[src/rtl/glb_bank_ctrl.sv]
// glb_bank_ctrl
//   Request-side controller for one GLB bank. Arbitrates a write channel and a
//   read channel (valid/ready) onto a single-port bank memory, expands byte
//   strobes into a per-bit write mask, and carries read tags alongside the
//   memory latency so each response leaves with its tag.
//
// Ports
//   clk, reset            clock, asynchronous active-high reset
//   wr_req_*              write request channel (addr, data, byte strobes)
//   rd_req_*              read request channel (addr, tag)
//   rd_rsp_*              read response (valid, data, tag); no backpressure
//   mem_*                 registered single-port memory interface; mem_data_out
//                         is the memory's read data, held between reads
module glb_bank_ctrl #(
  parameter int unsigned BANK_ADDR_WIDTH  = 17,
  parameter int unsigned BANK_DATA_WIDTH  = 64,
  parameter int unsigned BANK_BYTE_OFFSET = 3,
  parameter int unsigned MEM_RD_LATENCY   = 3,
  parameter int unsigned TAG_WIDTH        = 4,
  parameter int unsigned STARVE_MAX       = 4
) (
  input  logic                         clk,
  input  logic                         reset,

  input  logic                         wr_req_valid,
  output logic                         wr_req_ready,
  input  logic [BANK_ADDR_WIDTH-1:0]   wr_req_addr,
  input  logic [BANK_DATA_WIDTH-1:0]   wr_req_data,
  input  logic [BANK_DATA_WIDTH/8-1:0] wr_req_strb,

  input  logic                         rd_req_valid,
  output logic                         rd_req_ready,
  input  logic [BANK_ADDR_WIDTH-1:0]   rd_req_addr,
  input  logic [TAG_WIDTH-1:0]         rd_req_tag,

  output logic                         rd_rsp_valid,
  output logic [BANK_DATA_WIDTH-1:0]   rd_rsp_data,
  output logic [TAG_WIDTH-1:0]         rd_rsp_tag,

  output logic                         mem_ren,
  output logic                         mem_wen,
  output logic [BANK_ADDR_WIDTH-1:0]   mem_addr,
  output logic [BANK_DATA_WIDTH-1:0]   mem_data_in,
  output logic [BANK_DATA_WIDTH-1:0]   mem_data_in_bit_sel,
  input  logic [BANK_DATA_WIDTH-1:0]   mem_data_out
);

  localparam int unsigned BYTES_PER_WORD = 1 << BANK_BYTE_OFFSET;
  localparam int unsigned PIPE_DEPTH     = 1 + MEM_RD_LATENCY;
  localparam logic [3:0]  STARVE_LAST    = 4'(STARVE_MAX - 1);

  logic                                   rd_acc;
  logic                                   wr_acc;
  logic                                   wr_access;

  logic [3:0]                             starve_cnt_d, starve_cnt_q;
  logic                                   force_rd_d, force_rd_q;

  logic                                   mem_ren_d, mem_ren_q;
  logic                                   mem_wen_d, mem_wen_q;
  logic [BANK_ADDR_WIDTH-1:0]             mem_addr_d, mem_addr_q;
  logic [BANK_DATA_WIDTH-1:0]             mem_data_in_d, mem_data_in_q;
  logic [BANK_DATA_WIDTH-1:0]             bit_sel_d, bit_sel_q;

  logic [PIPE_DEPTH-1:0]                  pipe_vld_d, pipe_vld_q;
  logic [PIPE_DEPTH-1:0][TAG_WIDTH-1:0]   pipe_tag_d, pipe_tag_q;
  logic                                   rsp_valid_d, rsp_valid_q;
  logic [TAG_WIDTH-1:0]                   rsp_tag_d, rsp_tag_q;

  // Writes win by default; once a read has starved long enough the priority
  // flips until that read is taken. The two readies are never both usable.
  always_comb begin
    if (force_rd_q) begin
      rd_req_ready = 1'b1;
      wr_req_ready = ~rd_req_valid;
    end else begin
      wr_req_ready = 1'b1;
      rd_req_ready = ~wr_req_valid;
    end
  end

  assign rd_acc    = rd_req_valid & rd_req_ready;
  assign wr_acc    = wr_req_valid & wr_req_ready;
  // A write with no strobes completes its handshake but never reaches memory.
  assign wr_access = wr_acc & (|wr_req_strb);

  always_comb begin
    starve_cnt_d = starve_cnt_q;
    force_rd_d   = force_rd_q;
    if (rd_acc) begin
      starve_cnt_d = '0;
      force_rd_d   = 1'b0;
    end else if (rd_req_valid) begin
      if (starve_cnt_q == STARVE_LAST) begin
        starve_cnt_d = '0;
        force_rd_d   = 1'b1;
      end else begin
        starve_cnt_d = starve_cnt_q + 4'd1;
      end
    end
  end

  always_comb begin
    mem_ren_d     = rd_acc;
    mem_wen_d     = wr_access;
    mem_addr_d    = mem_addr_q;
    mem_data_in_d = mem_data_in_q;
    bit_sel_d     = bit_sel_q;
    if (rd_acc) begin
      mem_addr_d = rd_req_addr;
    end else if (wr_access) begin
      mem_addr_d    = wr_req_addr;
      mem_data_in_d = wr_req_data;
      for (int unsigned i = 0; i < BYTES_PER_WORD; i++) begin
        bit_sel_d[i*8 +: 8] = {8{wr_req_strb[i]}};
      end
    end
  end

  // Tag pipeline loads on acceptance; the registered response stage behind it
  // lines the tag up with the memory's data_out, one edge after the last stage.
  always_comb begin
    pipe_vld_d[0] = rd_acc;
    pipe_tag_d[0] = rd_req_tag;
    for (int unsigned i = 1; i < PIPE_DEPTH; i++) begin
      pipe_vld_d[i] = pipe_vld_q[i-1];
      pipe_tag_d[i] = pipe_tag_q[i-1];
    end
    rsp_valid_d = pipe_vld_q[PIPE_DEPTH-1];
    rsp_tag_d   = pipe_tag_q[PIPE_DEPTH-1];
  end

  always_ff @(posedge clk or posedge reset) begin
    if (reset) begin
      starve_cnt_q  <= '0;
      force_rd_q    <= 1'b0;
      mem_ren_q     <= 1'b0;
      mem_wen_q     <= 1'b0;
      mem_addr_q    <= '0;
      mem_data_in_q <= '0;
      bit_sel_q     <= '0;
      pipe_vld_q    <= '0;
      pipe_tag_q    <= '0;
      rsp_valid_q   <= 1'b0;
      rsp_tag_q     <= '0;
    end else begin
      starve_cnt_q  <= starve_cnt_d;
      force_rd_q    <= force_rd_d;
      mem_ren_q     <= mem_ren_d;
      mem_wen_q     <= mem_wen_d;
      mem_addr_q    <= mem_addr_d;
      mem_data_in_q <= mem_data_in_d;
      bit_sel_q     <= bit_sel_d;
      pipe_vld_q    <= pipe_vld_d;
      pipe_tag_q    <= pipe_tag_d;
      rsp_valid_q   <= rsp_valid_d;
      rsp_tag_q     <= rsp_tag_d;
    end
  end

  assign mem_ren             = mem_ren_q;
  assign mem_wen             = mem_wen_q;
  assign mem_addr            = mem_addr_q;
  assign mem_data_in         = mem_data_in_q;
  assign mem_data_in_bit_sel = bit_sel_q;
  assign rd_rsp_valid        = rsp_valid_q;
  assign rd_rsp_tag          = rsp_tag_q;
  assign rd_rsp_data         = mem_data_out;

endmodule

[config.mk]
export PLATFORM = sky130hd
export DESIGN_NAME = glb_bank_ctrl
export DESIGN_NICKNAME = d
export VERILOG_FILES = /design/src/rtl/glb_bank_ctrl.sv
export SDC_FILE = /design/constraint.sdc
export NUM_CORES = 1
export LEC_CHECK = 0
export ABC_AREA = 1
export CAP_MARGIN = 20
export CORE_AREA = 2 2 155 157
export CTS_BUF_LIST = sky130_fd_sc_hd__clkbuf_16
export CTS_CLUSTER_DIAMETER = 40
export CTS_CLUSTER_SIZE = 14
export DETAILED_ROUTE_END_ITERATION = 6
export DIE_AREA = 0 0 157 159
export PLACE_DENSITY_LB_ADDON = 0.25
export SYNTH_ARGS = -nofsm -noshare
export SYNTH_HDL_FRONTEND = slang
export SYNTH_SLANG_ARGS = --single-unit
[constraint.sdc]
create_clock -name clk -period 4.99 [get_ports clk]
set_input_delay 0.998 -clock clk [delete_from_list [all_inputs] [get_ports clk]]
set_output_delay 0.998 -clock clk [all_outputs]
set_load 0.02 [all_outputs]
==> results of run 1 <==
==> final cells by class <==
type                            instances  area (um2)
Fill cell                            2410       15100
Inverter                                5        23.8
Clock buffer                           17         425
Sequential cell                       120        3000
Timing Repair Buffer                  271        2720
Multi-Input combinational cell        347        1380
Tap cell                              319         399
Clock inverter                         15         188
==> state kept, by name, indices dropped and copies added (netlist names) <==
register             flops
pipe_tag_d              12
rsp_tag_d                4
starve_cnt_q             4
rd_rsp_tag               4
pipe_vld_q               4
rd_rsp_valid             1
mem_wen                  1
mem_addr                17
force_rd_q               1
mem_data_in_bit_sel      8
mem_data_in             64
==> power groups by stage <==
stage,clock (mW),combinational [mW],sequential [mW]
2_1_floorplan,0,0.589,1.45
3_3_place_gp,0,1.22,1.28
6_report,1.28,1.20,1.27
3_5_place_dp,0,1.22,1.28
5_1_grt,1.37,1.30,1.29
4_1_cts,1.32,1.23,1.27
==> worst reg2reg max path, stage by stage (launching register included) <==
cell	delay, ps
dfrtp_1	400
inv_1	60
nand2_1	60
nand2_1	60
buf_4	380
clkinv_1	540
nand2_1	210
nand2_1	60
nand2_1	70
nand2_1	50
==> cell usage after synthesis <==
cell type,number
a21oi_1,1
and2_1,1
buf_2,12
buf_4,129
buf_6,3
clkinv_1,1
dfrtp_1,120
ha_1,1
inv_1,3
inv_4,1
nand2_1,309
nand2_2,1
nand2_4,1
nand3_1,18
nand4_1,1
nor2_1,10
o21ai_2,1
xnor2_1,1
xor2_1,2
==> worst min-delay path by stage <==
stage / to / cells after the start / from
after floorplan: pipe_tag_d[10]$_DFF_PP0_ / 0 / pipe_tag_d[6]$_DFF_PP0_
after global placement: rd_rsp_tag[2]$_DFF_PP0_ / 0 / rsp_tag_d[2]$_DFF_PP0_
after detailed placement: rd_rsp_tag[1]$_DFF_PP0_ / 0 / rsp_tag_d[1]$_DFF_PP0_
after CTS: rsp_tag_d[3]$_DFF_PP0_ / 0 / pipe_tag_d[15]$_DFF_PP0_
after global routing: pipe_tag_d[9]$_DFF_PP0_ / 0 / pipe_tag_d[5]$_DFF_PP0_
final: rsp_tag_d[3]$_DFF_PP0_ / 0 / pipe_tag_d[15]$_DFF_PP0_
==> stage by stage <==
stage,util,instances,setup slack (ps)
2_1_floorplan,-,616,806
3_3_place_gp,0.324,1062,1620
3_5_place_dp,0.324,1062,1620
4_1_cts,0.351,1094,1660
5_1_grt,0.351,1094,1580
6_report,0.351,1094,1680
==> per-layer routing <==
layer / vias to the layer above / routed length, um
li1: 2044 / -
met1: 1925 / 5950
met2: 213 / 6630
met3: 10 / 1420
met4: 0 / 146
met5: - / 0
==> logic make-up (layout without fill, tap and decap cells) <==
logic type / Yosys count / count (layout) / synth area share
compound gates: 2 / 2 / 0.00252
fa+ha+maj: 1 / 1 / 0.00229
simple gates: 341 / 341 / 0.241
xor+xnor: 3 / 3 / 0.00482
flops: 120 / 120 / 0.550
buf+inv: 149 / 308 / 0.199
==> flow_summary.toml, run 1 <==
[logic_synthesis]
netlist_instances = 616
yosys_warnings = 0
yosysSeqAreaShare = 0.550
synthTopCellsByArea = "dfrtp_1 (55%), nand2_1 (21%), buf_4 (18%)"
ys_types = 19
yosysTopAreaCell = "dfrtp_1"
synth_nets = 795
synth_top_area_share = 0.550
postSynthAreaPerCell_um2 = 8.86
syn-cell-area_um2 = 5460
ys_ff_latch = 120

[critical_path]
cp.arrival_ps = 2310
required_ps = 3990
rrSetupSlack_ps = 3000
r2r_cells = 9
critPathSlowestCell = "clkdlybuf4s50_1"
crit_family = "buffers and inverters"
crit_chain = "clkdlybuf4s50_1 -> nand2_2 -> clkdlybuf4s50_1"
crit_path_start_kind = "input port"
worstSetupStartpoint = "rd_req_valid"
worst-path-buf-inv = 2
cp_max_fo = 7
endpoint = "wr_req_ready"
worst_r2r_endpoint = "mem_addr[0]$_DFFE_PP0P_"
timing.rr.start = "force_rd_q$_DFFE_PP0P_"
cp.depth = 3
slowest_delay_ps = 630
critPathCaptureType = "output port"
critical_path_class = "in2out"
crit_top_cell = "clkdlybuf4s50_1"

[floorplanning]
die_area_um2 = 25000
coreArea_um2 = 23200
die_h_um = 159
die_width_um = 157
rows = 56
top_level_ports = 396
initial_core_util = 0.235

[drt]
drt_iter0_drc = 115
viasPerCell = 3.83
num_vias = 4192
wire_per_inst_um = 12.9
drc_errors = 0
ant_nets = 0
routed_wirelength_um = 14100
first_pass_iters = 4

[global_routing]
top_usage_layer = "met2"
grt_pass1_wl_um = 22400
grt_start_max_net_pins = 74
use_met3 = 0.0476
met2_usage = 0.188
met1_usage = 0.137
grt_pass1_vias = 4148
antenna_found_initial = 0
grt_use_total = 0.115
grt_overflow = 0

[clock_tree]
clk_latency_ps = 410
ctsResizeCount = 0
cts_hold_buf = 0
cts_setup_buffers = 0
cts_tree = "built"
cts.sinks = 120
cts_root_buffer = "clkbuf_16"
cts-root-to-sink-buffers = 2
htree_levels = 4
cts_buffers = 17
clkTransAtPathRegs_ps = 60

[timing]
fin_worst_skew_ps = 6.75
grt_setup_unrepaired = "no"
final-max-slew-violation-count = 0
tns_ps = 0
hold_violations = 0
max_freq_mhz = 302
setup_viol = 0
period_needed_ps = 3310
tightest_slew_ps = 766
slew-limit-headroom = 0.489
fin_crit_sh = 0.663
fin_hold_ws_ps = 349

[cells_and_area]
diodes = 0
syn_to_final_growth_pct = 49.0
fin_area_um2 = 8130
final_cell_mix = "nand2_1 (309), clkdlybuf4s50_1 (267), dfrtp_1 (120), nand3_1 (18), clkbuf_16 (17)"
final_nets = 941
post_route_cells_drive_above_1_share = 0.0516
layout_commonest_cell = "nand2_1"

[power]
p_int_mw = 2.51
clockPowerShare = 0.341
p_total_mw = 3.75
power_frac_seq = 0.338
p_sw_mw = 1.23
combPwrFrac = 0.321
swShare = 0.329
power_density_nw_per_um2 = 461
power.leakage_nw = 3.81
ir_worst_vdd_mv = 0.185

[placement]
io_buffers = 267
hpwl_um = 9780
place_area_um2 = 7520
gp_routability_congestion = 0.718

[status]
status = "completed"

[hold_path]
hp-class = "reg2reg"

[run]
max_cap_viol_count = 0
No activity file was read; power rests on OpenSTA's default activity.
==> run 2: changes to the inputs <==
- clock period: 4.99 -> 3.3 ns (I/O delays scaled with it)
==> run 2 against run 1 <==
  * Core utilization grew 0.076 points
  * Total power increased by 50%
  * Worst setup slack worse by 990 ps
  * Final cell count grew 0.18%
  * Combinational power is 52% higher
  * Sequential share of layout area fell by 0.079 points
  * Global-route usage decreased by 0.13 points
  * Largest cell class unchanged
  * Critical path type unchanged
  * Design area is 0.22% higher
  * Highest routed layer unchanged
  * Die area is the same
  * Count of clock-buffer cells in the layout is the same
==> flow_summary.toml, run 2 (same netlist as run 1, synthesis figures left out) <==
[status]
status = "completed"

[clock_tree]
htree_levels = 4
cts.sinks = 120
cts_buffers = 17
cts_setup_buffers = 0
cts_hold_buf = 0
cts_tree = "built"
clkTransAtPathRegs_ps = 60
cts-root-to-sink-buffers = 2
clk_latency_ps = 400
cts_root_buffer = "clkbuf_16"
ctsResizeCount = 0

[critical_path]
cp.arrival_ps = 1950
required_ps = 2640
critPathSlowestCell = "clkdlybuf4s50_1"
critPathCaptureType = "output port"
cp_max_fo = 7
slowest_delay_ps = 610
rrSetupSlack_ps = 1570
crit_family = "buffers and inverters"
crit_top_cell = "clkdlybuf4s50_1"
crit_path_start_kind = "input port"
worst-path-buf-inv = 2
crit_chain = "clkdlybuf4s50_1 -> nand2_2 -> clkdlybuf4s50_1"
critical_path_class = "in2out"

[timing]
hold_violations = 0
period_needed_ps = 2610
fin_hold_ws_ps = 341
slew-limit-headroom = 0.489
tns_ps = 0
final-max-slew-violation-count = 0
tightest_slew_ps = 767
fin_crit_sh = 0.792
setup_viol = 0
grt_setup_unrepaired = "no"
fin_worst_skew_ps = 8.55
max_freq_mhz = 383

[placement]
place_area_um2 = 7550
hpwl_um = 9840
gp_routability_congestion = 0.711
io_buffers = 267

[floorplanning]
die_area_um2 = 25000
die_h_um = 159
rows = 56
initial_core_util = 0.235
top_level_ports = 396
die_width_um = 157
coreArea_um2 = 23200

[global_routing]
met2_usage = 0.182
top_usage_layer = "met2"
antenna_found_initial = 0
met1_usage = 0.140
grt_pass1_vias = 3977
use_met3 = 0.0482
grt_overflow = 0
grt_start_max_net_pins = 74
grt_use_total = 0.114
grt_pass1_wl_um = 22000

[cells_and_area]
largest_reg_flops = 64
layout_commonest_cell = "nand2_1"
final_cell_mix = "nand2_1 (309), clkdlybuf4s50_1 (267), dfrtp_1 (120), nand3_1 (18), clkbuf_16 (17)"
multi_input_comb_area_um2 = 1380
post_route_cells_drive_above_1_share = 0.0541
seqCellArea_um2 = 3000
n_fill_cell = 2384
fin_area_um2 = 8150
final_nets = 943
syn_to_final_growth_pct = 49.3
diodes = 0

[drt]
viasPerCell = 3.81
routed_wirelength_um = 14200
drt_iter0_drc = 140
drc_errors = 0
num_vias = 4181
wire_per_inst_um = 13.0
first_pass_iters = 4
ant_nets = 0

[power]
power_density_nw_per_um2 = 691
ir_worst_vdd_mv = 0.282
power.leakage_nw = 3.81
clockPowerShare = 0.337
p_sw_mw = 1.84
combPwrFrac = 0.324
p_int_mw = 3.79
power_frac_seq = 0.339
swShare = 0.327

[hold_path]
hp-class = "reg2reg"

[run]
max_cap_viol_count = 0
## run 2: power by group through the flow
stage	Clock [mW]	Combinational [mW]	Sequential [mW]
global placement	0	1.85	1.94
finish	1.90	1.82	1.91
CTS	1.97	1.86	1.92
floorplan	0	0.891	2.20
detailed placement	0	1.85	1.94
global route	2.04	1.97	1.95
## run 2: area by class of cell
class	count	share of cell area
timing repair buffer	273	0.337
tap	319	0.0490
sequential	120	0.368
inverter	5	0.00307
clock inverter	15	0.0216
clock buffer	17	0.0522
multi-input combinational	347	0.169
## run 2: worst paths after layout
check / startpoint / endpoint / cells after the start
setup / recovery: rd_req_valid / wr_req_ready / 3
hold / removal: pipe_vld_q[3]$_DFF_PP0_ / rd_rsp_valid$_DFF_PP0_ / 0
setup reg to reg: force_rd_q$_DFFE_PP0P_ / mem_data_in[19]$_DFFE_PP0P_ / 6
hold reg to reg: pipe_vld_q[3]$_DFF_PP0_ / rd_rsp_valid$_DFF_PP0_ / 0
max in group asynchronous: reset / mem_data_in[30]$_DFFE_PP0P_ / 3
min in group asynchronous: reset / mem_data_in[47]$_DFFE_PP0P_ / 2
## run 2: worst reg2reg max path: stages (launching register included)
cell     delay (ps)
dfrtp_1         410
nand2_2          70
and2_1          250
o21ai_4         120
inv_4           580
nand2_1         150
nand2_1         100
## run 2: stage by stage
| stage | worst slack, ps | power [mW] | cells | utilization |
|---|---|---|---|---|
| 6_report | 688 | 5.63 | 1096 | 0.351 |
| 5_1_grt | 620 | 5.97 | 1096 | 0.351 |
| 4_1_cts | 679 | 5.74 | 1096 | 0.351 |
| 3_5_place_dp | 646 | 3.79 | 1064 | 0.325 |
| 3_3_place_gp | 679 | 3.78 | 1064 | 0.325 |
| 2_1_floorplan | 1170 | 3.09 | 616 | - |
## run 2: layer usage
metal,vias up,wire length (um),part of all wire
met2,200,6610,0.46
met5,-,0,0
met1,1921,6190,0.43
met4,0,143,0.010
li1,2048,-,-
met3,12,1290,0.091
==> run 3: changes to the inputs <==
- clock period: 3.3 -> 2.49 ns (I/O delays scaled with it)
==> run 3 against run 2 <==
  * Total power rose by 39%
  * Critical endpoint unchanged
  * Clock skew fell by 2.3 ps
  * Non-clock buffer count rose by 6
  * Highest routed layer unchanged
==> flow_summary.toml, run 3 (same netlist as run 1, synthesis figures left out) <==
[critical_path]
crit_path_start_kind = "input port"
cp_max_fo = 2
cp.arrival_ps = 1650
critPathCaptureType = "output port"
critical_path_class = "in2out"
required_ps = 1990

[cells_and_area]
fin_area_um2 = 8290
syn_to_final_growth_pct = 52.0
layout_commonest_cell = "nand2_1"
final_cell_mix = "nand2_1 (309), clkdlybuf4s50_1 (267), dfrtp_1 (120), nand3_1 (18), clkbuf_16 (17)"
post_route_cells_drive_above_1_share = 0.0626
diodes = 0
final_nets = 949
largest_reg_flops = 64

[global_routing]
grt_use_total = 0.114
grt_start_max_net_pins = 78
grt_pass1_vias = 4140
grt_overflow = 0
grt_pass1_wl_um = 22200
antenna_found_initial = 0

[timing]
tightest_slew_ps = 546
fin_crit_sh = 0.865
period_needed_ps = 2150
fin_worst_skew_ps = 6.27
grt_setup_unrepaired = "no"
slew-limit-headroom = 0.636
setup_viol = 0
max_freq_mhz = 465
tns_ps = 0
hold_violations = 0
final-max-slew-violation-count = 0

[clock_tree]
cts_buffers = 17
cts.sinks = 120
cts_setup_buffers = 0
clk_latency_ps = 410
htree_levels = 4
cts_root_buffer = "clkbuf_16"
cts_hold_buf = 0
cts_tree = "built"
ctsResizeCount = 0
cts-root-to-sink-buffers = 2
clkTransAtPathRegs_ps = 60

[placement]
place_area_um2 = 7620
gp_routability_congestion = 0.714
io_buffers = 267
hpwl_um = 10200

[status]
status = "completed"

[drt]
first_pass_iters = 4
viasPerCell = 3.79
ant_nets = 0
wire_per_inst_um = 12.8
routed_wirelength_um = 14100
drc_errors = 0
num_vias = 4174
drt_iter0_drc = 182

[run]
max_cap_viol_count = 0

[floorplanning]
initial_core_util = 0.235
die_area_um2 = 25000
die_width_um = 157
coreArea_um2 = 23200
die_h_um = 159
top_level_ports = 396
rows = 56

[power]
ir_worst_vdd_mv = 0.369
power.leakage_nw = 3.90
power_density_nw_per_um2 = 944
p_total_mw = 7.82

[hold_path]
hp-class = "reg2reg"
## run 3: final timing paths
kind | from | endpoint | slack [ps] | cells after the start
worst min-delay path | pipe_tag_d[4]$_DFF_PP0_ | pipe_tag_d[8]$_DFF_PP0_ | 350 | 0
worst max register to register | force_rd_q$_DFFE_PP0P_ | mem_addr[8]$_DFFE_PP0P_ | 940 | 7
min in group asynchronous | reset | mem_data_in[52]$_DFFE_PP0P_ | 560 | 3
worst min register to register | pipe_tag_d[4]$_DFF_PP0_ | pipe_tag_d[8]$_DFF_PP0_ | 350 | 0
max in group asynchronous | reset | mem_data_in[27]$_DFFE_PP0P_ | 1470 | 3
worst max-delay path | rd_req_valid | wr_req_ready | 340 | 3
## run 3: metal layers
metal,GRT usage,share of wire,wire length [um],up-vias
met3,0.0561,0.097,1370,14
met1,0.130,0.41,5780,1897
met5,0,0,0,-
li1,-,-,-,2056
met4,0.0325,0.0095,134,0
met2,0.189,0.48,6810,207
## run 3: cell type report
cell class              instances  area, um2
clock inverters                15        250
flip-flops and latches        120       3000
inverters                       5       25.0
well taps                     319        399
clock buffers                  17        425
fillers                      2372      14900
multi-input cells             347       1380
repair buffers                279       2810
## run 3: power by group
part / switching (mW) / total, mW / leakage, nW / internal [mW]
Combinational: 1.28 / 2.45 / 2.11 / 1.18
Sequential: 0.237 / 2.53 / 1.46 / 2.30
Clock: 1.01 / 2.84 / 0.333 / 1.83
## run 3: through the flow
| stage | hold slack (ps) | instances | util | worst slack, ps |
|---|---|---|---|---|
| after floorplan | 331 | 616 | - | 523 |
| after global placement | 334 | 1070 | 0.328 | 231 |
| after detailed placement | 335 | 1070 | 0.328 | 238 |
| after CTS | 349 | 1102 | 0.358 | 262 |
| after global routing | 353 | 1102 | 0.358 | 241 |
| final | 347 | 1102 | 0.358 | 337 |
## run 3: critical path: stages
cell,delay (ps)
clkdlybuf4s50_1,430
nand2_2,80
clkdlybuf4s50_1,650
